<file path="config.mk">
export PLATFORM = sky130hd
export DESIGN_NAME = conv_dispatch_scheduler
export DESIGN_NICKNAME = d
export VERILOG_FILES = /design/src/rtl/conv_dispatch_scheduler.sv
export SDC_FILE = /design/constraint.sdc
export NUM_CORES = 1
export LEC_CHECK = 0
export CAP_MARGIN = 20
export CORE_MARGIN = 2
export CORE_UTILIZATION = 41
export CTS_CLUSTER_SIZE = 16
export DETAILED_ROUTE_END_ITERATION = 16
export PLACE_DENSITY = 0.76
export SLEW_MARGIN = 5
export SYNTH_ARGS = -nofsm -noshare
export SYNTH_HDL_FRONTEND = slang
export SYNTH_SLANG_ARGS = --single-unit
</file>
<file path="constraint.sdc">
create_clock -name clk -period 2.08 [get_ports clk]
set_input_delay 0.312 -clock clk [delete_from_list [all_inputs] [get_ports clk]]
set_output_delay 0.312 -clock clk [all_outputs]
set_load 0.1 [all_outputs]
</file>
<file path="src/rtl/conv_dispatch_scheduler.sv">
// Convolution layer dispatcher. It reads filter and ifmap words from a local
// buffer, wraps each word in a NoC packet for one PE, and tracks PE
// completion acks between timesteps.
//
//   state      | meaning
//   -----------+-------------------------------------------------------------
//   S_IDLE     | waiting for start_i; timestep_o holds its last value
//   S_RD       | one-cycle buffer read for the current node/phase
//   S_SEND     | packet presented to the router until pkt_ready_i
//   S_WAIT_ACK | all ifmaps of the timestep issued; waiting for pending == 0
//   S_NEXT     | advance the timestep, or finish the layer
module conv_dispatch_scheduler #(
  parameter int          WIDTH     = 53,
  parameter logic [15:0] PE_MASK   = 16'b1110_1111_1111_0111,
  parameter int          TIMESTEPS = 10
) (
  input  logic             clk,
  input  logic             rst,
  input  logic             start_i,
  input  logic             abort_i,
  output logic             mem_rd_o,
  output logic [7:0]       mem_addr_o,
  input  logic [WIDTH-7:0] mem_rdata_i,
  output logic             pkt_valid_o,
  input  logic             pkt_ready_i,
  output logic [WIDTH-1:0] pkt_o,
  input  logic             ack_valid_i,
  input  logic [3:0]       ack_node_i,
  output logic             busy_o,
  output logic             done_o,
  output logic             err_o,
  output logic [3:0]       timestep_o
);

  typedef enum logic [2:0] {
    S_IDLE     = 3'd0,
    S_RD       = 3'd1,
    S_SEND     = 3'd2,
    S_WAIT_ACK = 3'd3,
    S_NEXT     = 3'd4
  } state_t;

  localparam logic [3:0] LAST_TS = 4'(TIMESTEPS - 1);

  // Lowest enabled node: where every phase starts.
  function automatic logic [3:0] f_first_node();
    logic [3:0] res;
    res = 4'd0;
    for (int i = 15; i >= 0; i--) begin
      if (PE_MASK[i]) res = 4'(i);
    end
    return res;
  endfunction

  // Next enabled node strictly above cur; disabled nodes are jumped over.
  function automatic logic [3:0] f_next_node(input logic [3:0] cur);
    logic [3:0] res;
    res = cur;
    for (int i = 15; i >= 0; i--) begin
      if (PE_MASK[i] && (i > int'(cur))) res = 4'(i);
    end
    return res;
  endfunction

  function automatic logic f_has_next(input logic [3:0] cur);
    logic res;
    res = 1'b0;
    for (int i = 0; i < 16; i++) begin
      if (PE_MASK[i] && (i > int'(cur))) res = 1'b1;
    end
    return res;
  endfunction

  localparam logic [3:0] FIRST_NODE = f_first_node();

  state_t           r_state;
  logic [3:0]       r_node;
  logic             r_filter;
  logic [3:0]       r_timestep;
  logic             r_busy;
  logic             r_done;
  logic             r_err;
  logic [15:0]      r_pending;
  logic             r_send_first;
  logic [WIDTH-1:0] r_pkt;

  state_t           w_state_nxt;
  logic [3:0]       w_node_nxt;
  logic             w_filter_nxt;
  logic [3:0]       w_ts_nxt;
  logic             w_busy_nxt;
  logic             w_done_nxt;
  logic             w_load_pend;
  logic             w_start_acc;
  logic             w_has_next;
  logic [3:0]       w_next_node;
  logic [15:0]      w_pend_base;
  logic [15:0]      w_pend_nxt;
  logic             w_ack_hit;
  logic             w_err_set;
  logic [WIDTH-1:0] w_pkt_live;

  assign w_has_next  = f_has_next(r_node);
  assign w_next_node = f_next_node(r_node);

  // Next-state and sequencing decisions; abort overrides everything but rst.
  always_comb begin
    w_state_nxt  = r_state;
    w_node_nxt   = r_node;
    w_filter_nxt = r_filter;
    w_ts_nxt     = r_timestep;
    w_busy_nxt   = r_busy;
    w_done_nxt   = 1'b0;
    w_load_pend  = 1'b0;
    w_start_acc  = 1'b0;
    case (r_state)
      S_IDLE: begin
        if (start_i) begin
          w_start_acc  = 1'b1;
          w_state_nxt  = S_RD;
          w_node_nxt   = FIRST_NODE;
          w_filter_nxt = 1'b1;
          w_ts_nxt     = 4'd0;
          w_busy_nxt   = 1'b1;
        end
      end
      S_RD: w_state_nxt = S_SEND;
      S_SEND: begin
        if (pkt_ready_i) begin
          if (w_has_next) begin
            w_node_nxt  = w_next_node;
            w_state_nxt = S_RD;
          end else if (r_filter) begin
            // filters done: the first ifmap read of timestep 0 arms pending
            w_filter_nxt = 1'b0;
            w_node_nxt   = FIRST_NODE;
            w_state_nxt  = S_RD;
            w_load_pend  = 1'b1;
          end else begin
            w_state_nxt = S_WAIT_ACK;
          end
        end
      end
      S_WAIT_ACK: begin
        if (r_pending == 16'd0) w_state_nxt = S_NEXT;
      end
      S_NEXT: begin
        if (r_timestep < LAST_TS) begin
          w_ts_nxt     = r_timestep + 4'd1;
          w_node_nxt   = FIRST_NODE;
          w_filter_nxt = 1'b0;
          w_state_nxt  = S_RD;
          w_load_pend  = 1'b1;
        end else begin
          w_done_nxt  = 1'b1;
          w_busy_nxt  = 1'b0;
          w_state_nxt = S_IDLE;
        end
      end
      default: w_state_nxt = S_IDLE;
    endcase
    if (abort_i) begin
      w_state_nxt = S_IDLE;
      w_busy_nxt  = 1'b0;
      w_done_nxt  = 1'b0;
      w_load_pend = 1'b0;
      w_start_acc = 1'b0;
    end
  end

  // Ack bookkeeping: an ack landing on the load cycle is applied to the
  // freshly loaded mask, so it clears its bit instead of flagging an error.
  always_comb begin
    w_pend_base = w_load_pend ? PE_MASK : r_pending;
    w_ack_hit   = ack_valid_i && w_pend_base[ack_node_i];
    w_err_set   = ack_valid_i && !abort_i && !w_pend_base[ack_node_i];
    w_pend_nxt  = w_pend_base;
    if (w_ack_hit) w_pend_nxt = w_pend_base & ~(16'd1 << ack_node_i);
    if (abort_i) w_pend_nxt = 16'd0;
  end

  // Buffer data arrives in the first SEND cycle; it is shown directly then and
  // held in r_pkt for the rest of a stalled handshake.
  assign w_pkt_live = {(r_filter ? 2'b01 : 2'b10), r_node, mem_rdata_i};

  // State and datapath registers.
  always_ff @(posedge clk) begin
    if (rst) begin
      r_state      <= S_IDLE;
      r_node       <= 4'd0;
      r_filter     <= 1'b0;
      r_timestep   <= 4'd0;
      r_busy       <= 1'b0;
      r_done       <= 1'b0;
      r_err        <= 1'b0;
      r_pending    <= 16'd0;
      r_send_first <= 1'b0;
      r_pkt        <= '0;
    end else begin
      r_state      <= w_state_nxt;
      r_node       <= w_node_nxt;
      r_filter     <= w_filter_nxt;
      r_timestep   <= w_ts_nxt;
      r_busy       <= w_busy_nxt;
      r_done       <= w_done_nxt;
      r_pending    <= w_pend_nxt;
      r_send_first <= (r_state == S_RD) && (w_state_nxt == S_SEND);
      if (r_send_first) r_pkt <= w_pkt_live;
      if (w_err_set) r_err <= 1'b1;
      else if (w_start_acc) r_err <= 1'b0;
    end
  end

  assign mem_rd_o    = (r_state == S_RD);
  assign mem_addr_o  = !mem_rd_o ? 8'h00 :
                       (r_filter ? {4'hF, r_node} : {r_timestep, r_node});
  assign pkt_valid_o = (r_state == S_SEND);
  assign pkt_o       = r_send_first ? w_pkt_live : r_pkt;
  assign busy_o      = r_busy;
  assign done_o      = r_done;
  assign err_o       = r_err;
  assign timestep_o  = r_timestep;

endmodule
</file>
# After elaboration in Yosys (flattened, before gate mapping)
# Index checks and enable logic that the tools add are counted.
[totals] out_inout_bits=70 reg_bits=85 inputBits=57
[classes] eq_ne=12 reduce_logical=17 magnitude_cmp=15 addsub=1 bitwise=3 n_shift=1 mux=69
[ops] op="2-to-1 mux 4 bit" n=19
[ops] op="2-to-1 mux 53 bit" n=1
[ops] op="2-to-1 mux 16 bit" n=2
[ops] op="2-to-1 mux 1 bit" n=31
[ops] op="greater-than comparator 4 bit (first input constant)" n=7
[ops] op="bitwise AND 16 bit" n=1
[ops] op="greater-than comparator 3 x 4 -> 1 bit (first input constant)" n=4
[ops] op="zero test 16 bit" n=1
[ops] op="2-to-1 mux 8 bit" n=2
[ops] op="NOT 16 bit" n=1
[ops] op="<< shifter 1 x 4 -> 16 bit (first input constant)" n=1
[ops] op="!= test 15 x 2 -> 1 bit (second input constant)" n=1
[ops] op="one-hot mux 3 bit (5 select lines)" n=1
[ops] op="2-to-1 mux 3 bit" n=4
[ops] op="one-hot mux 4 bit (3 select lines)" n=1
[ops] op="equality test 3 x 2 -> 1 bit (second input constant)" n=3
[ops] op="!= test 2 bit (second input constant)" n=4
[ops] op="one-hot mux 4 bit (2 select lines)" n=1
[ops] op="2-to-1 mux 2 bit" n=3
[ops] op="AND reduction 3 bit" n=2
[ops] op="AND reduction 6 bit" n=1
[ops] op="< comparator 4 x 5 -> 1 bit (second input constant)" n=1
[ops] op="AND reduction 5 bit" n=1
[ops] op="adder 4 x 1 -> 4 bit (second input constant)" n=1
[ops] op="other kinds (18)" n=24

# Depth between registers and ports, before layout
[logic_depth] ltp_word=24 ltp_mapped=9

# Worst setup path after synthesis
# No wires, ideal clock.
[synth_path] path_type="flip-flop to output port" startpoint="register r_state[0]" endpoint="output port mem_addr_o[4]" arrival_time_ns=5.484 required_ns=1.768 path_stages_with_launch=4 path_slack_ns=-3.716 path_cell_list="dfxtp_1 clkbuf_1 nor3b_1 a21boi_0"
[synth_between] elab_chain_cells=2
[synth_rtl] item="start: declaration" line_no="76" rtl="state_t r_state;"
[synth_rtl] item="start signal: assignment" line_no="200" rtl="r_state <= w_state_nxt;"
[synth_rtl] item="equality test 3 x 1 -> 1 bit" line_no="214" rtl="assign mem_rd_o = (r_state == S_RD);"
[synth_rtl] item="via mem_rd_o" line_no="21" rtl="output logic mem_rd_o,"
[synth_rtl] item="2-to-1 mux 8 bit" line_no="215" rtl="assign mem_addr_o = !mem_rd_o ? 8'h00 :"
[synth_rtl] item="end: declaration" line_no="22" rtl="output logic [7:0] mem_addr_o,"
# The timed path passes the listed nets, and every way through them passes these cells.

# Worst setup path in the final report
[layout_path] startpoint="register r_state[2]" endpoint="register r_pending[3]"
[layout_between] elab_chain_cells=8 word_cells_on_any_way=10
[layout_rtl] item="equality test 3 bit or equality test 3 x 2 -> 1 bit (tied branches)" line_no="116" rtl="case (r_state)"
[layout_rtl] item="one-hot mux 1 bit (2 select lines) *" line_no="116"
[layout_rtl] item="2-to-1 mux 1 bit *" line_no="162" rtl="if (abort_i) begin"
[layout_rtl] item="2-to-1 mux 16 bit *" line_no="174" rtl="w_pend_base = w_load_pend ? PE_MASK : r_pending;"
[layout_rtl] item="binary-select mux 1 bit (select 4 bit)" line_no="175" rtl="w_ack_hit = ack_valid_i && w_pend_base[ack_node_i];"
[layout_rtl] item="2-to-1 mux 1 bit (not written as such)" line_no="175"
[layout_rtl] item="logical AND 1 bit" line_no="175"
[layout_rtl] item="2-to-1 mux 16 bit *" line_no="178" rtl="if (w_ack_hit) w_pend_nxt = w_pend_base & ~(16'd1 << ack_node_i);"
[layout_rtl] item="end signal: assignment" line_no="206" rtl="r_pending <= w_pend_nxt;"
[layout_rtl] item="end: declaration" line_no="83" rtl="logic [15:0] r_pending;"
# Mark *: on every way between the ends. The rest lies on a longest branch, timed or not. The select of a mux whose other input is x is not followed.
# A chain may end at the register's enable or synchronous reset.

==> metrics.csv <==
stage,metric,value,unit
outcome,status,finished clean,
clock_network,worst skew pair latency,0.34,ns
worst_setup_path,launch point of the worst reg-to-reg path,r_state[2],
worst_setup_path,R2R depth,5,
synthesis,"flops & latches, synth",85,
clock_network,# hold bufs at CTS,0,
detailed_routing,initial DRC count,86,
detailed_routing,TritonRoute pass-1 iters,4,
timing,RSZ-0062 raised after global routing,yes,
timing,setup TNS,0,ns
placed_design,port buffer count,126,
power,clock power share,34.7,%
power,Comb power frac,20.6,%
detailed_routing,Avg WL per Cell,17.0,microns
timing,Final Hold Fails,0,
placed_design,routability cong.,0.873,
detailed_routing,WL final,10800,microns
power,Sw Ratio,28.5,%
synthesis,Mapped Area,0.00383,sq mm
synthesis,share of flip-flops with an asynchronous set or reset,0,%
timing,Setup-failing EPs final,0,
synthesis,cells after synthesis,374,
global_route,first-pass GRT wire length,17200,microns
detailed_routing,Top Metal Used,met4,
synthesis,Post-synth EDFFs,0,
synthesis,register area share after synthesis,44.4,%
detailed_routing,M1 WL,4180,microns
hold_path,Hold Crit Class,in -> reg,
cells_and_area,Area Growth Syn to Fin,64.0,%
worst_setup_path,Setup CP Type,reg -> reg,
synthesis,prevailing post-synth register cell,dfxtp_1,
synthesis,post-synthesis net count,433,
detailed_routing,routed vias,3348,
cells_and_area,Layout Nets,577,
global_route,initial antenna violation count,0,
hold_path,hold path cells,3,
synthesis,synth unique cells,57,
clock_network,H-tree lvl count,3,
worst_setup_path,crit path from,r_state[2],
clock_network,TritonCTS Buffers,9,
detailed_routing,WL met2,5250,microns
clock_network,"Reg clk slew, reported paths",0.09,ns
detailed_routing,met3 wire len,1240,microns
detailed_routing,DR vias/cell,5.28,
synthesis,Ys Warns,0,
floorplanning,height of the die,101,microns
floorplanning,# IOs,127,
timing,Max Fclk,481,MHz
cells_and_area,"commonest cells after routing, fill and taps aside","dfxtp_1 (77), buf_12 (62), nor2b_1 (56), clkdlybuf4s50_1 (55), mux2_2 (54)",
power,NetSw,1.06,mW
detailed_routing,Residual DRC,0,
timing,Slew @ Worst Pin,0.693,ns
timing,Hold WS,0.425,ns
cells_and_area,multi-input logic area,0.00206,sq mm
placed_design,dpl hpwl,8010,microns
power,Total Power,3.70,mW
timing,count of final max-slew check failures,0,
cells_and_area,"commonest non-fill, non-tap cell in the layout",dfxtp_1,
power,P per Cell Area,589,mW/mm^2
worst_setup_path,startpoint types,flop,
hold_path,Hold Crit Start,rst,
power,internal power,2.65,mW
clock_network,total clock sinks,85,
worst_setup_path,endpoint class of the critical path,flop,
run,Max Cap Viol,0,
cells_and_area,fraction of layout cells with a size suffix above 1,41.1,%
placed_design,placed inst area,0.00601,sq mm
clock_network,CTS tree,done,
floorplanning,chip width,101,microns
worst_setup_path,"Data arrival, critical path",2.28,ns
timing,fin crit share,100,%
worst_setup_path,R2R setup slack,0.0009,ns
power,Leakage,2.50,nW
timing,Tmin final,2.08,ns
global_route,number of global-route vias before repair,3533,
floorplanning,row cnt,35,
timing,Slew HR,53.8,%
cells_and_area,register area,0.00172,sq mm
floorplanning,Starting Density,41.9,%
worst_setup_path,"Max FO, Critical Path",7,
detailed_routing,Detail Route Antenna Nets,0,
clock_network,post-CTS setup buffers,0,
timing,Clock Skew,0.00853,ns
global_route,GRT Total Usage,21.6,%
cells_and_area,fill count,670,
synthesis,synthesized area per cell,10.2,sq um
floorplanning,core area,0.00915,sq mm
global_route,GRT overflow,0,
floorplanning,full die area,0.0101,sq mm
worst_setup_path,worst endpoint required time,2.28,ns
power,Worst IR Drop VDD,0.321,mV
clock_network,CTS Root Cell,clkbuf_8,
power,part of the power in registers,44.7,%
global_route,largest net degree at the start of global routing,65,
cells_and_area,antenna cells,0,
clock_network,Max Root-Sink Buffers,2,
cells_and_area,design area,0.00629,sq mm
-- area by class of cell --
type | count | share of cell area, %
clock buffers | 11 | 2.09
repair buffers | 160 | 33.6
multi-input cells | 252 | 32.8
inverters | 10 | 0.597
well taps | 111 | 2.21
clock inverters | 5 | 1.35
flip-flops and latches | 85 | 27.3
-- critical path, stage by stage, from the launching register on --
cell and delay (ns):
dfxtp_2 0.40, or3b_2 0.47, a21oi_1 0.24, a21oi_1 0.16, a2111oi_4 0.52, a311oi_1 0.15
-- worst paths after layout --
check,end
hold reg to reg,r_pending[12]
setup / recovery,r_pending[3]
hold / removal,r_pending[2]
setup reg to reg,r_pending[3]
-- routing by layer --
layer  vias up  track usage [%]
li1       1606                -
met1      1611             23.8
met2       121             35.9
met3        10             12.1
met4         0             5.37
met5         -                0
-- kinds of logic (layout without fill, tap and decap cells) --
kind of cell             after synthesis  after routing  share of synthesized area [%]
multiplexers                          57             57                           17.3
flip-flops                            85             85                           44.4
AO/OA/AOI/OAI                         61             61                           13.5
XOR/XNOR                               1              1                          0.229
buffers and inverters                 37            186                           4.34
adder cells (fa/ha/maj)                2              2                          0.653
AND/OR/NAND/NOR                      131            131                           19.6
-- sequential cells by signal (all words and copies together) (netlist names) --
register / count
r_filter: 1
done_o: 1
r_pending: 16
timestep_o: 4
r_pkt: 53
r_state: 3
err_o: 1
r_node: 4
busy_o: 1
r_send_first: 1
-- power groups by stage --
| stage | Combinational, mW | Clock, mW | Sequential (mW) |
|---|---|---|---|
| after floorplan | 0.408 | 0 | 1.71 |
| after global placement | 0.746 | 0 | 1.69 |
| after detailed placement | 0.755 | 0 | 1.69 |
| after CTS | 0.761 | 1.32 | 1.66 |
| after global routing | 0.795 | 1.39 | 1.66 |
| final | 0.762 | 1.29 | 1.66 |
-- metrics by stage --
step / setup slack [ns] / utilization (%) / std cells
3_3_place_gp: -0.0316 / 65.7 / 618
3_5_place_dp: -0.171 / 65.7 / 618
5_1_grt: -0.0477 / 68.7 / 634
4_1_cts: 0.0240 / 68.3 / 634
6_report: 0.000911 / 68.7 / 634
2_1_floorplan: -0.402 / - / 374
-- synthesized netlist by cell type, types with 5 or more instances --
master    instances  area share (%)
dfxtp_1          85              44
nor2b_1          56             9.1
mux2_2           54              16
clkbuf_1         21             2.1
nor2_1           18             1.8
nand2_1          11             1.1
a21oi_1          10             1.3
inv_1            10            0.98
nor3_1            7            0.91
o221a_2           7             2.1
a211oi_1          6             1.2
nand2b_1          6            0.98
nand3_1           6            0.78
and2_1            5            0.82
nor4_1            5            0.82
o21ai_0           5            0.65
-- what timing repair did --
item	in CTS	in global routing
endpoints found under the setup margin	7	15
pin swaps	0	2
resized for setup	3	8
Power figures use the tool's default switching activity.
